--- config.mk ---
export PLATFORM = sky130hd
export DESIGN_NAME = gpr_operand_sched_flat
export DESIGN_NICKNAME = d
export VERILOG_FILES = /design/src/rtl/gpr_operand_sched_pkg.sv /design/src/rtl/gpr_operand_sched_if.sv /design/src/rtl/gpr_operand_sched_capture.sv /design/src/rtl/gpr_operand_sched.sv /design/src/flat_wrapper.sv
export SDC_FILE = /design/constraint.sdc
export NUM_CORES = 1
export LEC_CHECK = 0
export CAP_MARGIN = 20
export CORE_AREA = 2 2 380 382
export CTS_CLUSTER_DIAMETER = 40
export DETAILED_ROUTE_END_ITERATION = 7
export DIE_AREA = 0 0 382 384
export PLACE_DENSITY = 0.41
export SLEW_MARGIN = 10
export SYNTH_ARGS = -nofsm -noshare
export SYNTH_HDL_FRONTEND = slang
export SYNTH_SLANG_ARGS = --single-unit
--- constraint.sdc ---
create_clock -name clk -period 1.9 [get_ports clk]
set_input_delay 0.38 -clock clk [delete_from_list [all_inputs] [get_ports clk]]
set_output_delay 0.38 -clock clk [all_outputs]
set_load 0.05 [all_outputs]
--- src/rtl/gpr_operand_sched_pkg.sv ---
// Shared types for the GPR operand scheduler: FSM states, address widths and helper, operand bundle.
// Pure declarations; no latency or flow-control behaviour lives here.
package gpr_operand_sched_pkg;

    localparam int NUM_WARPS = 4;
    localparam int NUM_REGS  = 32;
    localparam int DATAW     = 128;
    localparam int TAGW      = 8;
    localparam int WIDW      = $clog2(NUM_WARPS);
    localparam int REGW      = $clog2(NUM_REGS);
    localparam int ADDRW     = WIDW + REGW;

    typedef enum logic [1:0] {
        ST_IDLE = 2'd0,
        ST_RS3  = 2'd1,
        ST_FULL = 2'd2
    } sched_state_e;

    typedef logic [ADDRW-1:0] gpr_addr_t;
    typedef logic [DATAW-1:0] gpr_data_t;

    typedef struct packed {
        logic [TAGW-1:0] tag;
        gpr_data_t       rs1;
        gpr_data_t       rs2;
        gpr_data_t       rs3;
    } gpr_operands_t;

    function automatic gpr_addr_t gpr_addr(input logic [WIDW-1:0] wid, input logic [REGW-1:0] r);
        return {wid, r};
    endfunction

endpackage

--- src/rtl/gpr_operand_sched_if.sv ---
// Request, operand-output, writeback and GPR RAM port bundle for the operand scheduler.
// slave = scheduler side; master = issue stage / RAM / consumer side.
interface gpr_operand_sched_if;
    import gpr_operand_sched_pkg::*;

    logic              in_valid;
    logic              in_ready;
    logic [WIDW-1:0]   in_wid;
    logic [REGW-1:0]   in_rs1;
    logic [REGW-1:0]   in_rs2;
    logic [REGW-1:0]   in_rs3;
    logic              in_use_rs3;
    logic [TAGW-1:0]   in_tag;

    logic              out_valid;
    logic              out_ready;
    logic [TAGW-1:0]   out_tag;
    gpr_data_t         out_rs1_data;
    gpr_data_t         out_rs2_data;
    gpr_data_t         out_rs3_data;

    logic              wb_valid;
    logic [WIDW-1:0]   wb_wid;
    logic [REGW-1:0]   wb_rd;
    gpr_data_t         wb_data;

    logic              gpr_wren;
    gpr_addr_t         gpr_waddr;
    gpr_data_t         gpr_wdata;
    gpr_addr_t         gpr_raddr1;
    gpr_addr_t         gpr_raddr2;
    gpr_data_t         gpr_rdata1;
    gpr_data_t         gpr_rdata2;

    modport slave (
        input  in_valid, in_wid, in_rs1, in_rs2, in_rs3, in_use_rs3, in_tag,
        input  out_ready, wb_valid, wb_wid, wb_rd, wb_data, gpr_rdata1, gpr_rdata2,
        output in_ready, out_valid, out_tag, out_rs1_data, out_rs2_data, out_rs3_data,
        output gpr_wren, gpr_waddr, gpr_wdata, gpr_raddr1, gpr_raddr2
    );

    modport master (
        output in_valid, in_wid, in_rs1, in_rs2, in_rs3, in_use_rs3, in_tag,
        output out_ready, wb_valid, wb_wid, wb_rd, wb_data, gpr_rdata1, gpr_rdata2,
        input  in_ready, out_valid, out_tag, out_rs1_data, out_rs2_data, out_rs3_data,
        input  gpr_wren, gpr_waddr, gpr_wdata, gpr_raddr1, gpr_raddr2
    );

endinterface

--- src/rtl/gpr_operand_sched_capture.sv ---
// Per-operand capture mux: r0 reads as zero; with GPR_RD_BYPASS_EN a same-cycle write to the read address wins.
// Purely combinational, no flow control.
module gpr_operand_capture
    import gpr_operand_sched_pkg::*;
(
    input  gpr_addr_t rd_addr_i,
    input  gpr_data_t rd_data_i,
    input  logic      wb_wren_i,
    input  gpr_addr_t wb_addr_i,
    input  gpr_data_t wb_data_i,
    output gpr_data_t cap_data_o
);

    always_comb begin
        cap_data_o = rd_data_i;
`ifdef GPR_RD_BYPASS_EN
        if (wb_wren_i && (wb_addr_i == rd_addr_i)) begin
            cap_data_o = wb_data_i;
        end
`endif
        // Zero-forcing is applied last so it overrides any bypassed value.
        if (rd_addr_i[REGW-1:0] == '0) begin
            cap_data_o = '0;
        end
    end

`ifndef GPR_RD_BYPASS_EN
    logic unused_bypass;
    assign unused_bypass = ^{wb_wren_i, wb_addr_i, wb_data_i, rd_addr_i[ADDRW-1:REGW]};
`endif

endmodule

--- src/rtl/gpr_operand_sched.sv ---
// Sequences 2R/1W GPR RAM reads into a one-entry operand register; latency 1 (2 with rs3), optional GPR_RD_BYPASS_EN.
// in_ready drops while the rs3 read is pending or the output is held; writeback is never stalled.
module gpr_operand_sched
    import gpr_operand_sched_pkg::*;
(
    input  logic clk,
    input  logic reset,
    gpr_operand_sched_if.slave bus
);

    sched_state_e    state_q, state_d;
    gpr_operands_t   ops_q;
    logic [WIDW-1:0] wid_q;
    logic [REGW-1:0] rs3_q;
    logic            accept;
    gpr_data_t       cap1, cap2, cap3;

    assign bus.gpr_wren  = bus.wb_valid && (bus.wb_rd != '0);
    assign bus.gpr_waddr = gpr_addr(bus.wb_wid, bus.wb_rd);
    assign bus.gpr_wdata = bus.wb_data;

    always_comb begin
        bus.gpr_raddr1 = gpr_addr(bus.in_wid, bus.in_rs1);
        bus.gpr_raddr2 = gpr_addr(bus.in_wid, bus.in_rs2);
        if (state_q == ST_RS3) begin
            bus.gpr_raddr1 = gpr_addr(wid_q, rs3_q);
            bus.gpr_raddr2 = gpr_addr(wid_q, rs3_q);
        end
    end

    gpr_operand_capture u_cap_rs1 (
        .rd_addr_i (bus.gpr_raddr1), .rd_data_i (bus.gpr_rdata1),
        .wb_wren_i (bus.gpr_wren),   .wb_addr_i (bus.gpr_waddr),
        .wb_data_i (bus.wb_data),    .cap_data_o(cap1)
    );

    gpr_operand_capture u_cap_rs2 (
        .rd_addr_i (bus.gpr_raddr2), .rd_data_i (bus.gpr_rdata2),
        .wb_wren_i (bus.gpr_wren),   .wb_addr_i (bus.gpr_waddr),
        .wb_data_i (bus.wb_data),    .cap_data_o(cap2)
    );

    // rs3 shares read port 1 during the RS3 cycle.
    gpr_operand_capture u_cap_rs3 (
        .rd_addr_i (bus.gpr_raddr1), .rd_data_i (bus.gpr_rdata1),
        .wb_wren_i (bus.gpr_wren),   .wb_addr_i (bus.gpr_waddr),
        .wb_data_i (bus.wb_data),    .cap_data_o(cap3)
    );

    always_ff @(posedge clk or negedge reset) begin
        if (!reset) begin
            state_q <= ST_IDLE;
        end else begin
            state_q <= state_d;
        end
    end

    always_comb begin
        state_d = state_q;
        case (state_q)
            ST_IDLE: if (bus.in_valid) state_d = bus.in_use_rs3 ? ST_RS3 : ST_FULL;
            ST_RS3:  state_d = ST_FULL;
            ST_FULL: begin
                if (bus.out_ready) begin
                    if (bus.in_valid) state_d = bus.in_use_rs3 ? ST_RS3 : ST_FULL;
                    else              state_d = ST_IDLE;
                end
            end
            default: state_d = ST_IDLE;
        endcase
    end

    always_comb begin
        bus.in_ready  = (state_q == ST_IDLE) || ((state_q == ST_FULL) && bus.out_ready);
        bus.out_valid = (state_q == ST_FULL);
    end

    assign accept = bus.in_valid && bus.in_ready;

    always_ff @(posedge clk or negedge reset) begin
        if (!reset) begin
            ops_q <= '0;
            wid_q <= '0;
            rs3_q <= '0;
        end else if (accept) begin
            ops_q.tag <= bus.in_tag;
            ops_q.rs1 <= cap1;
            ops_q.rs2 <= cap2;
            if (!bus.in_use_rs3) ops_q.rs3 <= '0;
            wid_q <= bus.in_wid;
            rs3_q <= bus.in_rs3;
        end else if (state_q == ST_RS3) begin
            ops_q.rs3 <= cap3;
        end
    end

    assign bus.out_tag      = ops_q.tag;
    assign bus.out_rs1_data = ops_q.rs1;
    assign bus.out_rs2_data = ops_q.rs2;
    assign bus.out_rs3_data = ops_q.rs3;

endmodule
--- src/flat_wrapper.sv ---
// flat-port wrapper written by rule: the top's interface ports become plain ports
module gpr_operand_sched_flat import gpr_operand_sched_pkg::*;
  (clk, reset, bus_in_valid, bus_in_wid, bus_in_rs1, bus_in_rs2, bus_in_rs3, bus_in_use_rs3, bus_in_tag, bus_out_ready, bus_wb_valid, bus_wb_wid, bus_wb_rd, bus_wb_data, bus_gpr_rdata1, bus_gpr_rdata2, bus_in_ready, bus_out_valid, bus_out_tag, bus_out_rs1_data, bus_out_rs2_data, bus_out_rs3_data, bus_gpr_wren, bus_gpr_waddr, bus_gpr_wdata, bus_gpr_raddr1, bus_gpr_raddr2);
  gpr_operand_sched_if bus_i ();
  input  logic clk;
  input  logic reset;
  input wire logic [$bits(bus_i.in_valid)-1:0] bus_in_valid;
  input wire logic [$bits(bus_i.in_wid)-1:0] bus_in_wid;
  input wire logic [$bits(bus_i.in_rs1)-1:0] bus_in_rs1;
  input wire logic [$bits(bus_i.in_rs2)-1:0] bus_in_rs2;
  input wire logic [$bits(bus_i.in_rs3)-1:0] bus_in_rs3;
  input wire logic [$bits(bus_i.in_use_rs3)-1:0] bus_in_use_rs3;
  input wire logic [$bits(bus_i.in_tag)-1:0] bus_in_tag;
  input wire logic [$bits(bus_i.out_ready)-1:0] bus_out_ready;
  input wire logic [$bits(bus_i.wb_valid)-1:0] bus_wb_valid;
  input wire logic [$bits(bus_i.wb_wid)-1:0] bus_wb_wid;
  input wire logic [$bits(bus_i.wb_rd)-1:0] bus_wb_rd;
  input wire logic [$bits(bus_i.wb_data)-1:0] bus_wb_data;
  input wire logic [$bits(bus_i.gpr_rdata1)-1:0] bus_gpr_rdata1;
  input wire logic [$bits(bus_i.gpr_rdata2)-1:0] bus_gpr_rdata2;
  output wire logic [$bits(bus_i.in_ready)-1:0] bus_in_ready;
  output wire logic [$bits(bus_i.out_valid)-1:0] bus_out_valid;
  output wire logic [$bits(bus_i.out_tag)-1:0] bus_out_tag;
  output wire logic [$bits(bus_i.out_rs1_data)-1:0] bus_out_rs1_data;
  output wire logic [$bits(bus_i.out_rs2_data)-1:0] bus_out_rs2_data;
  output wire logic [$bits(bus_i.out_rs3_data)-1:0] bus_out_rs3_data;
  output wire logic [$bits(bus_i.gpr_wren)-1:0] bus_gpr_wren;
  output wire logic [$bits(bus_i.gpr_waddr)-1:0] bus_gpr_waddr;
  output wire logic [$bits(bus_i.gpr_wdata)-1:0] bus_gpr_wdata;
  output wire logic [$bits(bus_i.gpr_raddr1)-1:0] bus_gpr_raddr1;
  output wire logic [$bits(bus_i.gpr_raddr2)-1:0] bus_gpr_raddr2;
  assign bus_i.in_valid = bus_in_valid;
  assign bus_i.in_wid = bus_in_wid;
  assign bus_i.in_rs1 = bus_in_rs1;
  assign bus_i.in_rs2 = bus_in_rs2;
  assign bus_i.in_rs3 = bus_in_rs3;
  assign bus_i.in_use_rs3 = bus_in_use_rs3;
  assign bus_i.in_tag = bus_in_tag;
  assign bus_i.out_ready = bus_out_ready;
  assign bus_i.wb_valid = bus_wb_valid;
  assign bus_i.wb_wid = bus_wb_wid;
  assign bus_i.wb_rd = bus_wb_rd;
  assign bus_i.wb_data = bus_wb_data;
  assign bus_i.gpr_rdata1 = bus_gpr_rdata1;
  assign bus_i.gpr_rdata2 = bus_gpr_rdata2;
  assign bus_in_ready = bus_i.in_ready;
  assign bus_out_valid = bus_i.out_valid;
  assign bus_out_tag = bus_i.out_tag;
  assign bus_out_rs1_data = bus_i.out_rs1_data;
  assign bus_out_rs2_data = bus_i.out_rs2_data;
  assign bus_out_rs3_data = bus_i.out_rs3_data;
  assign bus_gpr_wren = bus_i.gpr_wren;
  assign bus_gpr_waddr = bus_i.gpr_waddr;
  assign bus_gpr_wdata = bus_i.gpr_wdata;
  assign bus_gpr_raddr1 = bus_i.gpr_raddr1;
  assign bus_gpr_raddr2 = bus_i.gpr_raddr2;
  gpr_operand_sched u_core (.clk(clk), .reset(reset), .bus(bus_i));
endmodule
# Word-level counts from Yosys, hierarchy flattened
# Cells that the tools add are included.
# totals
input_bits	422
ff_bits	401
out_inout_bits	544
# op_classes
eq_ne	5
n_reduce_logical	11
muxes	12
# ops
operator	count
$mux 128	5
$mux 7	2
$logic_not 5->1	2
$mux 2	4
$ne 2x2->1 const B	3
$pmux 2 s3	1
$reduce_bool 5->1	1
$reduce_and 2->1	2
$logic_and 1x1->1	3
$eq 2x1->1 const B	1
$eq 2x2->1 const B	1
$logic_not 2->1	1
$reduce_bool 2->1	1
$logic_or 1x1->1	1

# Depth between registers and ports, before layout
# Gate-level depths: netlist (run 1).
# logic_depth
depth_word	6
depth_mapped	7

# Cells and area by module
# From an unflattened synthesis (run 1), not the netlist that was laid out.
# unflattened
hier_cells	1516
hier_area_um2	19501.2
# modules_own_cells
module	cells_per_inst	instances	seq_area_each_um2	area_each_um2
gpr_operand_sched	1042	1	10034.6	16156.7
gpr_operand_capture	158	3	0.0	1114.8

# Worst setup path before layout (run 1)
# Ideal clock, no wire load.
# synth_path
path_kind	register to output
start	register u_core.state_q[1]
end	output port bus_in_ready
t_required_ns	1.520
slack_ns	-0.162
path_buffers	3
stages_incl_launch_ff	6
arrival_ns	1.682
cell_sequence	dfrtp_1 > nor2b_1 > buf_4 > buf_2 > buf_1 > nor2_1
# synth_between
elab_chain_len	3
# synth_lines
item	line	text
from (decl)	gpr_operand_sched.sv:11	sched_state_e state_q, state_d;
from (signal assigned)	gpr_operand_sched.sv:54	state_q <= state_d;
$eq 2x2->1	gpr_operand_sched.sv:74	bus.in_ready = (state_q == ST_IDLE) || ((state_q == ST_FULL) && bus.out_ready);
$logic_and 1x1->1	gpr_operand_sched.sv:74	
$logic_or 1x1->1 *	gpr_operand_sched.sv:74	
to (decl)	flat_wrapper.sv:21	output wire logic [$bits(bus_i.in_ready)-1:0] bus_in_ready;
# Mark *: on every way between the ends. The rest lies on a longest branch, timed or not.

# Final worst setup path (run 1)
# layout_path
start	register u_core.state_q[0]
end	output port bus_gpr_raddr1[1]
# layout_between
elab_chain_len	2
# layout_lines
item	line	text
$eq 2x1->1	gpr_operand_sched.sv:25	if (state_q == ST_RS3) begin
$mux 7	gpr_operand_sched.sv:25	
to (decl)	flat_wrapper.sv:30	output wire logic [$bits(bus_i.gpr_raddr1)-1:0] bus_gpr_raddr1;
# Every way passes these cells.

==> metrics.txt, run 1 <==
status=complete, but fails checks; failing checks=negative setup slack; Syn Area/Cell=about 11 um2; Setup CP Type=register to output pin; GR Layer Usage met2=21.2%; Port Buf Inserts=705; first-pass GRT wire length=145000 um; CP Capture Type=output pin; largest net degree at the start of global routing=96; CTS root buf=clkbuf_16; CP max FO=8; commonest cells after routing, fill and taps aside=buf_4, dfrtp_1, clkdlybuf4s50_1, nand4_1, inv_1; drt total wl=106000 um; P_leak=14.2 nW; CP dominant cell by count=buf_12; Initial Util=a little over an eighth; Die X-Extent=382 um; commonest non-fill, non-tap cell in the layout=buf_4; Post-synth ARST share=100%; Core Box Area=143000 um2; TritonCTS clock tree=done; Worst path slowest cell=dfrtp_4; CTS clk-pin slew, worst paths=0.05 ns; Top FF cell, synth=dfrtp_1; Worst slew margin=57.1%; register area share after synthesis=53.2%; Hold Fails Final Rpt=0; fin. max-slew vios=0; Layout area overhead=72.0%; top area cells in the synthesized netlist=dfrtp_1, nand4_1, a22o_1; Worst Clk Skew=0.0341 ns; Sink Count=401; vias=approximately 18000; antenna violations before repair=17; Post-DP HPWL=between 70000 and 80000 um; post-layout min period=between 2 and 2.5 ns; Post-Place Setup Slack=-0.265 ns; DR iter-0 viols=approximately 1200; routability cong.=0.816; I/O Pins=966; post-synth top area share=around 53%; CTS buffer count=90; layout cells sized above 1=35.1%; vias in the first global route=18900; fin crit share=119%; Overall Global Routing Usage=13.5%; Rows=139; synth warn=0; Setup Viol. Count Final=218; First-pass DRT Iterations=5; critical path cell sequence=nor2b_4 -> buf_12 -> nand2_2 -> nand2_4 -> buf_12; vias per inst=4.11; Final nets=~2800; die height=384 um; setup TNS=-10.04 ns; total grt overflow=0; final core utilization=22.7%; CP startpoint kind=register; CP max stage delay=0.51 ns; CTS Buffer Depth=3; placed cell area=about 28000 um2; syn nets=2160; RSZ-0062 raised after global routing=true; dominant cell type by area after synthesis=dfrtp_1; deepest level of the CTS H-tree=3; grt peak-use layer=met2; Min-Delay Path Class=primary input to async pin; DRT antenna net count=0; post-synth cell types=31; met3 Use GR=5.40%; Post-synth EDFFs=0; total die area=147000 um2; Final Cell Area=32400 um2; DR WL/cell=24.2 um; global-route met1 utilization=15.8%; register bit count reported by yosys=401; Worst-Margin Slew=about 0.64 ns; Tot Pwr=about 42 mW; Worst EP arrival=1.88 ns; maxcap violations=0; Worst Path Required=approximately 1.5 ns; PD cells=1280 nW/um2; top cell family by delay on the critical path=flip-flops; VDD IR max=approximately 0.00066 V; Buf+Inv Stages, Crit Path=2; Max Fclk=442 MHz; post-layout worst setup margin=-0.363 ns; mapped cell area=18900 um2; worst skew pair latency=about 0.7 ns; Synth Instances=around 1700; Residual DRC=0
-- stage by stage --
step	std cells	hold WS, ns
after global routing	4381	0.216
after detailed placement	4175	0.385
after floorplan	1738	0.0844
after CTS	4361	0.176
after global placement	4175	0.367
final	4383	0.218
-- layout make-up --
type / instances / area, um2
clock buffers: 111 / 2460
fillers: 15300 / 110000
diodes: 4 / 10.0
well taps: 1903 / 2380
repair buffers: 941 / 9650
inverters: 131 / 513
flip-flops and latches: 401 / 10000
clock inverters: 54 / 787
multi-input cells: 838 / 6590
-- layer usage --
metal  routed length [um]  vias to the layer above  share of wire, %
li1                     -                     7895                 -
met3                 9640                      228               9.1
met5                  102                        -             0.096
met4                 5370                       16               5.1
met1                41800                     9010                39
met2                49000                      844                46
-- state kept, by name, indices dropped and copies added, names as in the netlist --
name,flops
u_core.state_q,2
u_core.bus.out_rs2_data,128
u_core.wid_q,2
u_core.bus.out_rs1_data,128
u_core.bus.out_rs3_data,128
u_core.bus.out_tag,8
u_core.rs3_q,5
-- what timing repair did --
item                       in CTS  in global routing
buffers inserted               17                  6
resized for setup             369                 48
hold buffers                    1                  0
hold endpoints to repair       16                  0
cloned                          4                 13
setup endpoints to repair     119                293
pin swaps                      16                  9
-- worst register-to-register path, cell delays in order, from the launching register on --
cell	delay, ns
dfrtp_4	0.51
nor2b_4	0.15
buf_12	0.15
buf_6	0.16
nor4_4	0.28
buf_6	0.26
clkbuf_16	0.25
o32ai_1	0.10
-- path summary, 6_finish.rpt --
kind | start | endpoint | slack [ns] | depth (start not counted)
max reg2reg | u_core.state_q[0] | u_core.bus.out_rs2_data[71] | -0.09 | 7
min in group clk | bus_in_valid | u_core.bus.out_rs2_data[68] | 0.28 | 4
min | reset | u_core.bus.out_rs3_data[53] | 0.22 | 2
max in group asynchronous | reset | u_core.bus.out_rs3_data[102] | 0.86 | 3
max | u_core.state_q[0] | bus_gpr_raddr1[1] | -0.36 | 5
min reg2reg | u_core.bus.out_tag[4] | u_core.bus.out_tag[4] | 0.48 | 1
-- synthesized netlist by cell type, types with 2 or more instances --
master	count
dfrtp_1	401
mux2_2	6
nand2b_1	3
buf_6	11
o31ai_1	128
nand4_1	256
nand2_1	32
clkbuf_1	124
o32ai_1	128
nor2b_1	4
mux2_1	9
or3_1	2
inv_1	129
buf_1	12
a22oi_1	128
a22o_1	128
nor4_1	4
buf_4	145
buf_2	76
-- power by group --
group / switching [mW] / internal, mW / total, mW
Sequential: 1.03 / 10.1 / 11.1
Combinational: 9.18 / 4.58 / 13.8
Clock: 5.73 / 11.0 / 16.8
-- cells by family after synthesis --
family | count (synthesis) | share of synthesized area (%)
flip-flops | 401 | 53.2
buffers and inverters | 499 | 13.8
multiplexers | 16 | 0.976
AO/OA/AOI/OAI | 516 | 22.2
AND/OR/NAND/NOR | 306 | 9.81
Note: power is estimated with default switching activity, not from simulation.
==> inputs of run 2 (changes only) <==
--- a/config.mk
+++ b/config.mk
@@ -6,11 +6,11 @@
 export NUM_CORES = 1
 export LEC_CHECK = 0
 export CAP_MARGIN = 20
-export CORE_AREA = 2 2 380 382
+export CORE_AREA = 5 5 372 374
 export CTS_CLUSTER_DIAMETER = 40
 export DETAILED_ROUTE_END_ITERATION = 7
-export DIE_AREA = 0 0 382 384
-export PLACE_DENSITY = 0.41
+export DIE_AREA = 0 0 377 379
+export PLACE_DENSITY = 0.43
 export SLEW_MARGIN = 10
 export SYNTH_ARGS = -nofsm -noshare
 export SYNTH_HDL_FRONTEND = slang
==> metrics.txt, run 2 (synthesized netlist as in run 1, its figures left out) <==
status=complete, but fails checks (unchanged); failing checks=negative setup slack (unchanged); Final Cell Area=32400 um2 (about the same); commonest cells after routing, fill and taps aside=buf_4, dfrtp_1, clkdlybuf4s50_1, nand4_1, inv_1 (unchanged); Reg2Reg Depth=11 (was 7); Rows=135 (was 139); DR iter-0 viols=1241 (was 1228); fin. max-slew vios=0 (unchanged); first-pass GRT wire length=144000 um (was 145000 um); Cell Count Post-Placement=4074 (was 4175); DRT antenna net count=0 (unchanged); vias per inst=4.20 (was 4.11); TritonCTS clock tree=done (unchanged); post-layout min period=2.23 ns (was 2.26 ns); CTS root buf=clkbuf_16 (unchanged); reg-to-reg slack, setup=-0.20 ns (was -0.09 ns); Worst R2R End=u_core.bus.out_rs3_data[21] (was u_core.bus.out_rs2_data[71]); Worst Clk Skew=0.0166 ns (was 0.0341 ns); Overall Global Routing Usage=13.9% (was 13.5%); final core utilization=24.1% (was 22.7%); total die area=143000 um2 (was 147000 um2); Layout area overhead=71.9% (was 72.0%); First-pass DRT Iterations=5 (unchanged); layout cells sized above 1=37.5% (was 35.1%); routability cong.=0.791 (was 0.816); DR WL/cell=25.3 um (was 24.2 um); die height=379 um (was 384 um); CTS clk-pin slew, worst paths=0.05 ns (about the same); non-filler instance count after layout=4280 (was 4383); Residual DRC=0 (unchanged); Post-Place Setup Slack=-0.465 ns (was -0.265 ns); CTS buffer count=89 (was 90); VDD IR max=0.000709 V (was 0.000661 V); hold slack=0.167 ns (was 0.218 ns); worst skew pair latency=0.68 ns (was 0.70 ns); drt total wl=108000 um (was 106000 um); Tot Pwr=40.8 mW (was 41.6 mW); Core Box Area=135000 um2 (was 143000 um2); met3 Use GR=6.03% (was 5.40%); Port Buf Inserts=705 (unchanged); Worst-Margin Slew=0.550 ns (was 0.643 ns); total grt overflow=0 (unchanged); Initial Util=14.0% (was 13.2%); Setup Viol. Count Final=310 (was 218); GR Layer Usage met2=22.4% (was 21.2%); fin crit share=118% (was 119%); global-route met1 utilization=15.6% (was 15.8%); Worst Path Required=1.52 ns (about the same); Worst slew margin=63.3% (was 57.1%); placed cell area=27900 um2 (was 28000 um2); worst r2r src=u_core.state_q[0] (unchanged); CTS Buffer Depth=3 (unchanged); Max Fclk=448 MHz (was 442 MHz); setup TNS=-31.82 ns (was -10.04 ns); largest net degree at the start of global routing=85 (was 96); vias=18000 (about the same); CP max FO=5 (was 8); RSZ-0062 raised after global routing=true (unchanged); grt peak-use layer=met2 (unchanged); Final nets=2836 (was 2825); Worst EP arrival=1.85 ns (was 1.88 ns); Hold Fails Final Rpt=0 (unchanged); commonest non-fill, non-tap cell in the layout=buf_4 (unchanged); Min-Delay Path Class=primary input to async pin (unchanged); post-layout worst setup margin=-0.333 ns (was -0.363 ns); P_leak=14.2 nW (about the same); CP startpoint kind=register (unchanged); vias in the first global route=18800 (was 18900); Post-DP HPWL=78300 um (was 74700 um); antenna violations before repair=22 (was 17); Die X-Extent=377 um (was 382 um); deepest level of the CTS H-tree=3 (unchanged); maxcap violations=0 (unchanged); I/O Pins=966 (unchanged); PD cells=1260 nW/um2 (was 1280 nW/um2); CP Capture Type=output pin (unchanged); Sink Count=401 (unchanged); Setup CP Type=register to output pin (unchanged)
run 2: cell count changes in the layout (fill, tap and decap cells not counted), moves of 7 or more:
cell / previous run / this run
a22oi_1: 127 / 62
a22oi_2: 1 / 66
clkbuf_1: 8 / 17
buf_12: 72 / 84
buf_16: 12 / 5
buf_4: 429 / 461
clkdlybuf4s15_2: 90 / 74
run 2: how the worst max path moves through the flow:
stage                                 start                           to  cells after the start  slack (ns)
after detailed placement      bus_in_rs1[1]  u_core.bus.out_rs1_data[16]                      7       -0.47
after global routing      u_core.state_q[0]            bus_gpr_raddr1[5]                      6       -0.41
after CTS                 u_core.state_q[0]            bus_gpr_raddr2[2]                      6       -0.44
after global placement        bus_in_rs1[1]  u_core.bus.out_rs1_data[45]                      7       -0.50
final                     u_core.state_q[0]            bus_gpr_raddr1[5]                      6       -0.33
after floorplan           u_core.state_q[1]                 bus_in_ready                      5        0.06
run 2: area by class of cell:
class / instances / area [um2]
inverters: 131 / 507
fillers: 14400 / 102000
diodes: 9 / 22.5
multi-input cells: 838 / 6900
flip-flops and latches: 401 / 10000
clock inverters: 49 / 602
repair buffers: 953 / 9640
well taps: 1781 / 2230
clock buffers: 118 / 2470
run 2: layer usage:
metal,vias up,wire [um]
met5,-,77
met4,12,5500
met3,224,10600
met2,788,50300
met1,9014,41800
li1,7949,-
run 2: critical path, stage by stage (launching register included):
cell and delay (ns):
dfrtp_4 0.50, nand2b_4 0.09, buf_12 0.14, buf_12 0.13, nand2_4 0.06, nand2_8 0.10
buf_12 0.14
run 2: repair_timing:
item                       CTS  global route
setup endpoints to repair  100           323
buffers inserted            11             5
gates resized for setup    302           101
gates cloned                 3            11
hold endpoints to repair   217             0
pin swaps                   48            14
hold buffers                 1             0
run 2: report_power, final:
group / internal, mW / leakage, nW / switching (mW)
registers: 10.1 / 5.07 / 0.978
clock network: 10.3 / 1.46 / 5.55
logic: 4.63 / 7.65 / 9.34
total: 25.0 / 14.2 / 15.9
==> inputs of run 3 (changes only) <==
--- a/config.mk
+++ b/config.mk
@@ -5,11 +5,12 @@
 export SDC_FILE = /design/constraint.sdc
 export NUM_CORES = 1
 export LEC_CHECK = 0
-export CAP_MARGIN = 20
+export CAP_MARGIN = 0
 export CORE_AREA = 5 5 372 374
 export CTS_CLUSTER_DIAMETER = 40
 export DETAILED_ROUTE_END_ITERATION = 7
 export DIE_AREA = 0 0 377 379
+export GPL_TIMING_DRIVEN = 1
 export PLACE_DENSITY = 0.43
 export SLEW_MARGIN = 10
 export SYNTH_ARGS = -nofsm -noshare
==> results of run 3 <==
The final DEF is identical to that of run 2; final timing and power are the same.
